`src/rtl/aes_round_seq.sv`:
```
// Iterative AES-128 sequencer wrapped around an external single-round combinational datapath.
// Latency: input accepted at edge k, out_valid high after edge k+10; 12-cycle accept-to-accept minimum.
// Backpressure: in_ready only in IDLE; ciphertext held in DONE until out_ready, no new block accepted meanwhile.
module aes_round_seq #(
    parameter int NR = 10
) (
    input  logic         clk,
    input  logic         rst_n,
    input  logic         in_valid,
    output logic         in_ready,
    input  logic [127:0] plaintext,
    input  logic [127:0] key,
    output logic         out_valid,
    input  logic         out_ready,
    output logic [127:0] ciphertext,
    output logic         busy,
    output logic [127:0] rnd_state_o,
    output logic [127:0] rnd_key_o,
    output logic [7:0]   rnd_rcon_o,
    input  logic [127:0] rnd_state_i,
    input  logic [127:0] rnd_key_i
);

    // Only the AES-128 schedule (ten rounds, rcon ending at 8'h36) is implemented.
    if (NR != 10) begin : g_bad_nr
        $error("aes_round_seq: only NR = 10 (AES-128) is supported");
    end

    typedef enum logic [1:0] {
        IDLE = 2'd0,
        RUN  = 2'd1,
        DONE = 2'd2
    } fsm_t;

    fsm_t         fsm;
    fsm_t         fsm_nxt;
    logic [127:0] state_reg;
    logic [127:0] key_reg;
    logic [127:0] ct_reg;
    logic [7:0]   rcon_reg;
    logic [3:0]   cnt;
    logic         last_round;

    // Multiply by x in GF(2^8) modulo the AES polynomial.
    function automatic logic [7:0] xtime(input logic [7:0] x);
        return {x[6:0], 1'b0} ^ (x[7] ? 8'h1B : 8'h00);
    endfunction

    assign last_round = (cnt == 4'(NR));

    // FSM state register.
    always_ff @(posedge clk or negedge rst_n) begin
        if (!rst_n) begin
            fsm <= IDLE;
        end else begin
            fsm <= fsm_nxt;
        end
    end

    // Next-state logic and handshake/status outputs decoded from the state.
    always_comb begin
        fsm_nxt   = fsm;
        in_ready  = 1'b0;
        out_valid = 1'b0;
        busy      = 1'b0;
        case (fsm)
            IDLE: begin
                in_ready = 1'b1;
                if (in_valid) begin
                    fsm_nxt = RUN;
                end
            end
            RUN: begin
                busy = 1'b1;
                if (last_round) begin
                    fsm_nxt = DONE;
                end
            end
            DONE: begin
                out_valid = 1'b1;
                if (out_ready) begin
                    fsm_nxt = IDLE;
                end
            end
            default: fsm_nxt = IDLE;
        endcase
    end

    // Block state, round key, rcon and round counter; loaded on accept, advanced each RUN cycle.
    always_ff @(posedge clk or negedge rst_n) begin
        if (!rst_n) begin
            state_reg <= '0;
            key_reg   <= '0;
            ct_reg    <= '0;
            rcon_reg  <= 8'h00;
            cnt       <= 4'd0;
        end else begin
            case (fsm)
                IDLE: begin
                    if (in_valid) begin
                        state_reg <= plaintext ^ key;
                        key_reg   <= key;
                        rcon_reg  <= 8'h01;
                        cnt       <= 4'd1;
                    end
                end
                RUN: begin
                    state_reg <= rnd_state_i;
                    key_reg   <= rnd_key_i;
                    if (last_round) begin
                        // Park rcon at zero so the datapath never sees 8'h36 outside RUN.
                        ct_reg   <= rnd_state_i;
                        rcon_reg <= 8'h00;
                        cnt      <= 4'd0;
                    end else begin
                        rcon_reg <= xtime(rcon_reg);
                        cnt      <= cnt + 4'd1;
                    end
                end
                default: begin
                end
            endcase
        end
    end

    assign ciphertext  = ct_reg;
    assign rnd_state_o = state_reg;
    assign rnd_key_o   = key_reg;
    assign rnd_rcon_o  = rcon_reg;

endmodule

```
`config.mk`:
```
export PLATFORM = sky130hd
export DESIGN_NAME = aes_round_seq
export DESIGN_NICKNAME = d
export VERILOG_FILES = /design/src/rtl/aes_round_seq.sv
export SDC_FILE = /design/constraint.sdc
export NUM_CORES = 1
export LEC_CHECK = 0
export CAP_MARGIN = 20
export CORE_AREA = 4 4 350 352
export CTS_BUF_LIST = sky130_fd_sc_hd__clkbuf_8
export CTS_CLUSTER_SIZE = 16
export DETAILED_ROUTE_END_ITERATION = 8
export DIE_AREA = 0 0 354 356
export PLACE_DENSITY = 0.44
export SKIP_LAST_GASP = 1
export SYNTH_ARGS = -nofsm -noshare
export SYNTH_HDL_FRONTEND = slang
export SYNTH_SLANG_ARGS = --single-unit
```
`constraint.sdc`:
```
create_clock -name clk -period 4.41 [get_ports clk]
set_input_delay 0.882 -clock clk [delete_from_list [all_inputs] [get_ports clk]]
set_output_delay 0.882 -clock clk [all_outputs]
set_load 0.02 [all_outputs]
```
==> flow_summary.toml <==
[routing]
vias = 18000
wl_met2_um = 51100
wirelength_um = 105000
routed.top_layer = "met5"
ant_nets = 0
drc = 0
viasPerCell = 4.16
wl_per_cell_um = 24.3
wl_met1_um = 42600
first_pass_iters = 6
dr_wl_met3_um = 7860
drt_iter0_drc = 1110

[floorplan]
ios = 911
num_rows = 127
dieArea_um2 = 126000
coreArea_um2 = 119000
initial_core_util_pct = 16.3
die_x_um = 354
fp.dieH_um = 356

[synth]
ys_types = 35
ys_warn_count = 0
synthArstFlopShare_pct = 100
syn-cell-area_um2 = 19500
netlist_instances = 1741
seq_area_frac_synth_pct = 51.1
synth_nets = 2259
ys.flop_type = "dfrtp_1"
syn_avg_cell_area_um2 = 11.2
synth_edf_count = 0
ys_ff_latch = 398

[sta]
finalSetupViolCount = 0
slew_violations = 0
worst_pin_slew_ps = 1130
slew_headroom_pct = 24.4
period_needed_ps = 3670
layout_setup_ws_ps = 741
max_freq_mhz = 273
hold_viol = 0
fin_crit_sh_pct = 83.2
finClkSkew_ps = 38.8
setup_tns_ps = 0
rsz0062_at_grt = "no"

[min_path]
holdCritPathClass = "input pin to asynchronous set/reset pin"

[cts]
clk_path_buf_depth = 3
root_buffer = "clkbuf_8"
cts_resized = 0
cts_tree = "built"
cts_hold_buf = 0
htree_levels = 3
clk-insertion-delay-late_ps = 700
cts_num_sinks = 398
numCtsBuffers = 85
post-cts-setup-buffers = 0
clk_pin_slew_worst_paths_ps = 60

[worst_setup_path]
endpoint_kind = "output pin"
critPathArrivalTime_ps = 2790
cp_max_fo = 38
crit_type = "flop to output pin"
required_ps = 3530
critPathLaunchType = "flop"

[layout]
final_cell_mix = "clkdlybuf4s50_1 (908), dfrtp_1 (396), inv_1 (163), o21ai_0 (133), xnor2_1 (131)"
final_common_cell = "clkdlybuf4s50_1"
layout.nets = 3145
drive_above_1_share_pct = 10.3
syn2layout_area_growth_pct = 63.9

[placed_design]
portBuffers = 910
place.gp.congestion = 0.830
dpl.hpwl_um = 76100
place_ws_ps = 1390

[pwr]
power.density_nw_per_um2 = 673
clock_power_share_pct = 18.7
leakage_nw = 12.8
switchingPower_w = 0.00898
combPwrFrac_pct = 51.0
netSwitchingFraction_pct = 41.7
power_frac_seq_pct = 30.3
p_int_w = 0.0125
peakVddDrop_mv = 0.619

[global_routing]
grt_usage_pct = 15.8
grt_pass1_wl_um = 144000
antenna_found_initial = 18
overflow = 0
grt_max_degree = 131
grt_pass1_vias = 18700

[run_status]
status = "completed"

[job]
maxCapViolations = 0
[final timing paths]
check	from	endpoint	slack, ps	cells after the start
worst max-delay path	fsm[1]	busy	740	3
worst min-delay path	rst_n	rnd_key_o[50]	240	1
worst max register to register	fsm[1]	rnd_key_o[93]	1790	4
worst min register to register	ciphertext[126]	ciphertext[126]	480	1
max in group asynchronous	rst_n	rnd_state_o[110]	3140	2
min in group clk	ciphertext[126]	ciphertext[126]	480	1
[through the flow]
stage          instance area, um2  cells  hold slack (ps)  util [%]  total power, W
6_report                    32000   4319              237      26.8          0.0215
5_1_grt                     32000   4317              182      26.8          0.0227
4_1_cts                     31900   4298              164      26.7          0.0219
3_5_place_dp                30300   4152              474      25.4          0.0177
3_3_place_gp                30300   4152              468      25.4          0.0177
2_1_floorplan               19500   1741              498         -          0.0119
[cells by family (layout without fill, tap and decap cells)]
family	after synthesis	after routing	synth area share (%)
xor gates and xnor gates	131	131	5.88
other	0	21	0
AOI/OAI and AO/OA	657	657	22.0
and+or+nand+nor	147	147	4.73
muxes	128	128	9.31
adders and majority gates	2	2	0.128
buffers and inverters	278	1223	6.93
DFF	398	398	51.1
[sequential cells by signal (all words and copies together), names as in the netlist]
signal / count
fsm: 2
cnt: 4
ciphertext: 128
rnd_rcon_o: 8
rnd_key_o: 128
rnd_state_o: 128
[routing by layer]
metal,vias to the layer above,track usage (%)
met5,-,0
met4,2,6.06
met3,163,4.99
met2,687,26.4
met1,8947,18.9
li1,8177,-
[power groups by stage]
stage,clock [W],combinational (W),sequential [W]
2_1_floorplan,0,0.00358,0.00827
3_3_place_gp,0,0.0111,0.00653
3_5_place_dp,0,0.0112,0.00654
4_1_cts,0.00423,0.0112,0.00652
5_1_grt,0.00437,0.0116,0.00675
6_report,0.00402,0.0110,0.00653
[worst max-delay path, cell delays in order (launching register included)]
cell,delay [ps]
dfrtp_4,670
nand2b_4,340
inv_6,360
clkdlybuf4s50_1,690
[final cells by class]
cell class | count | area, um2
Tap cell | 1612 | 2020
Fill cell | 12600 | 87400
Antenna cell | 21 | 52.6
Sequential cell | 398 | 9970
Inverter | 132 | 500
Clock inverter | 43 | 233
Timing Repair Buffer | 945 | 9570
Multi-Input combinational cell | 1065 | 8210
Clock buffer | 103 | 1420
[Yosys cell counts, types with 3 or more instances]
cell type	n	share of area, %
dfrtp_1	398	51
o21ai_0	133	3.4
inv_1	131	2.5
xnor2_1	131	5.9
nor2b_1	130	4.2
a21oi_1	129	3.3
o22ai_1	129	4.1
a221oi_1	128	5.7
a22oi_1	128	4.9
mux2_4	100	7.7
clkbuf_1	72	1.4
buf_2	46	1.2
mux2_2	19	1.1
buf_4	13	0.50
buf_12	11	1.1
mux2_1	9	0.52
nand2_1	6	0.12
a22o_1	5	0.22
buf_6	3	0.17
(Power assumes the default switching activity.)
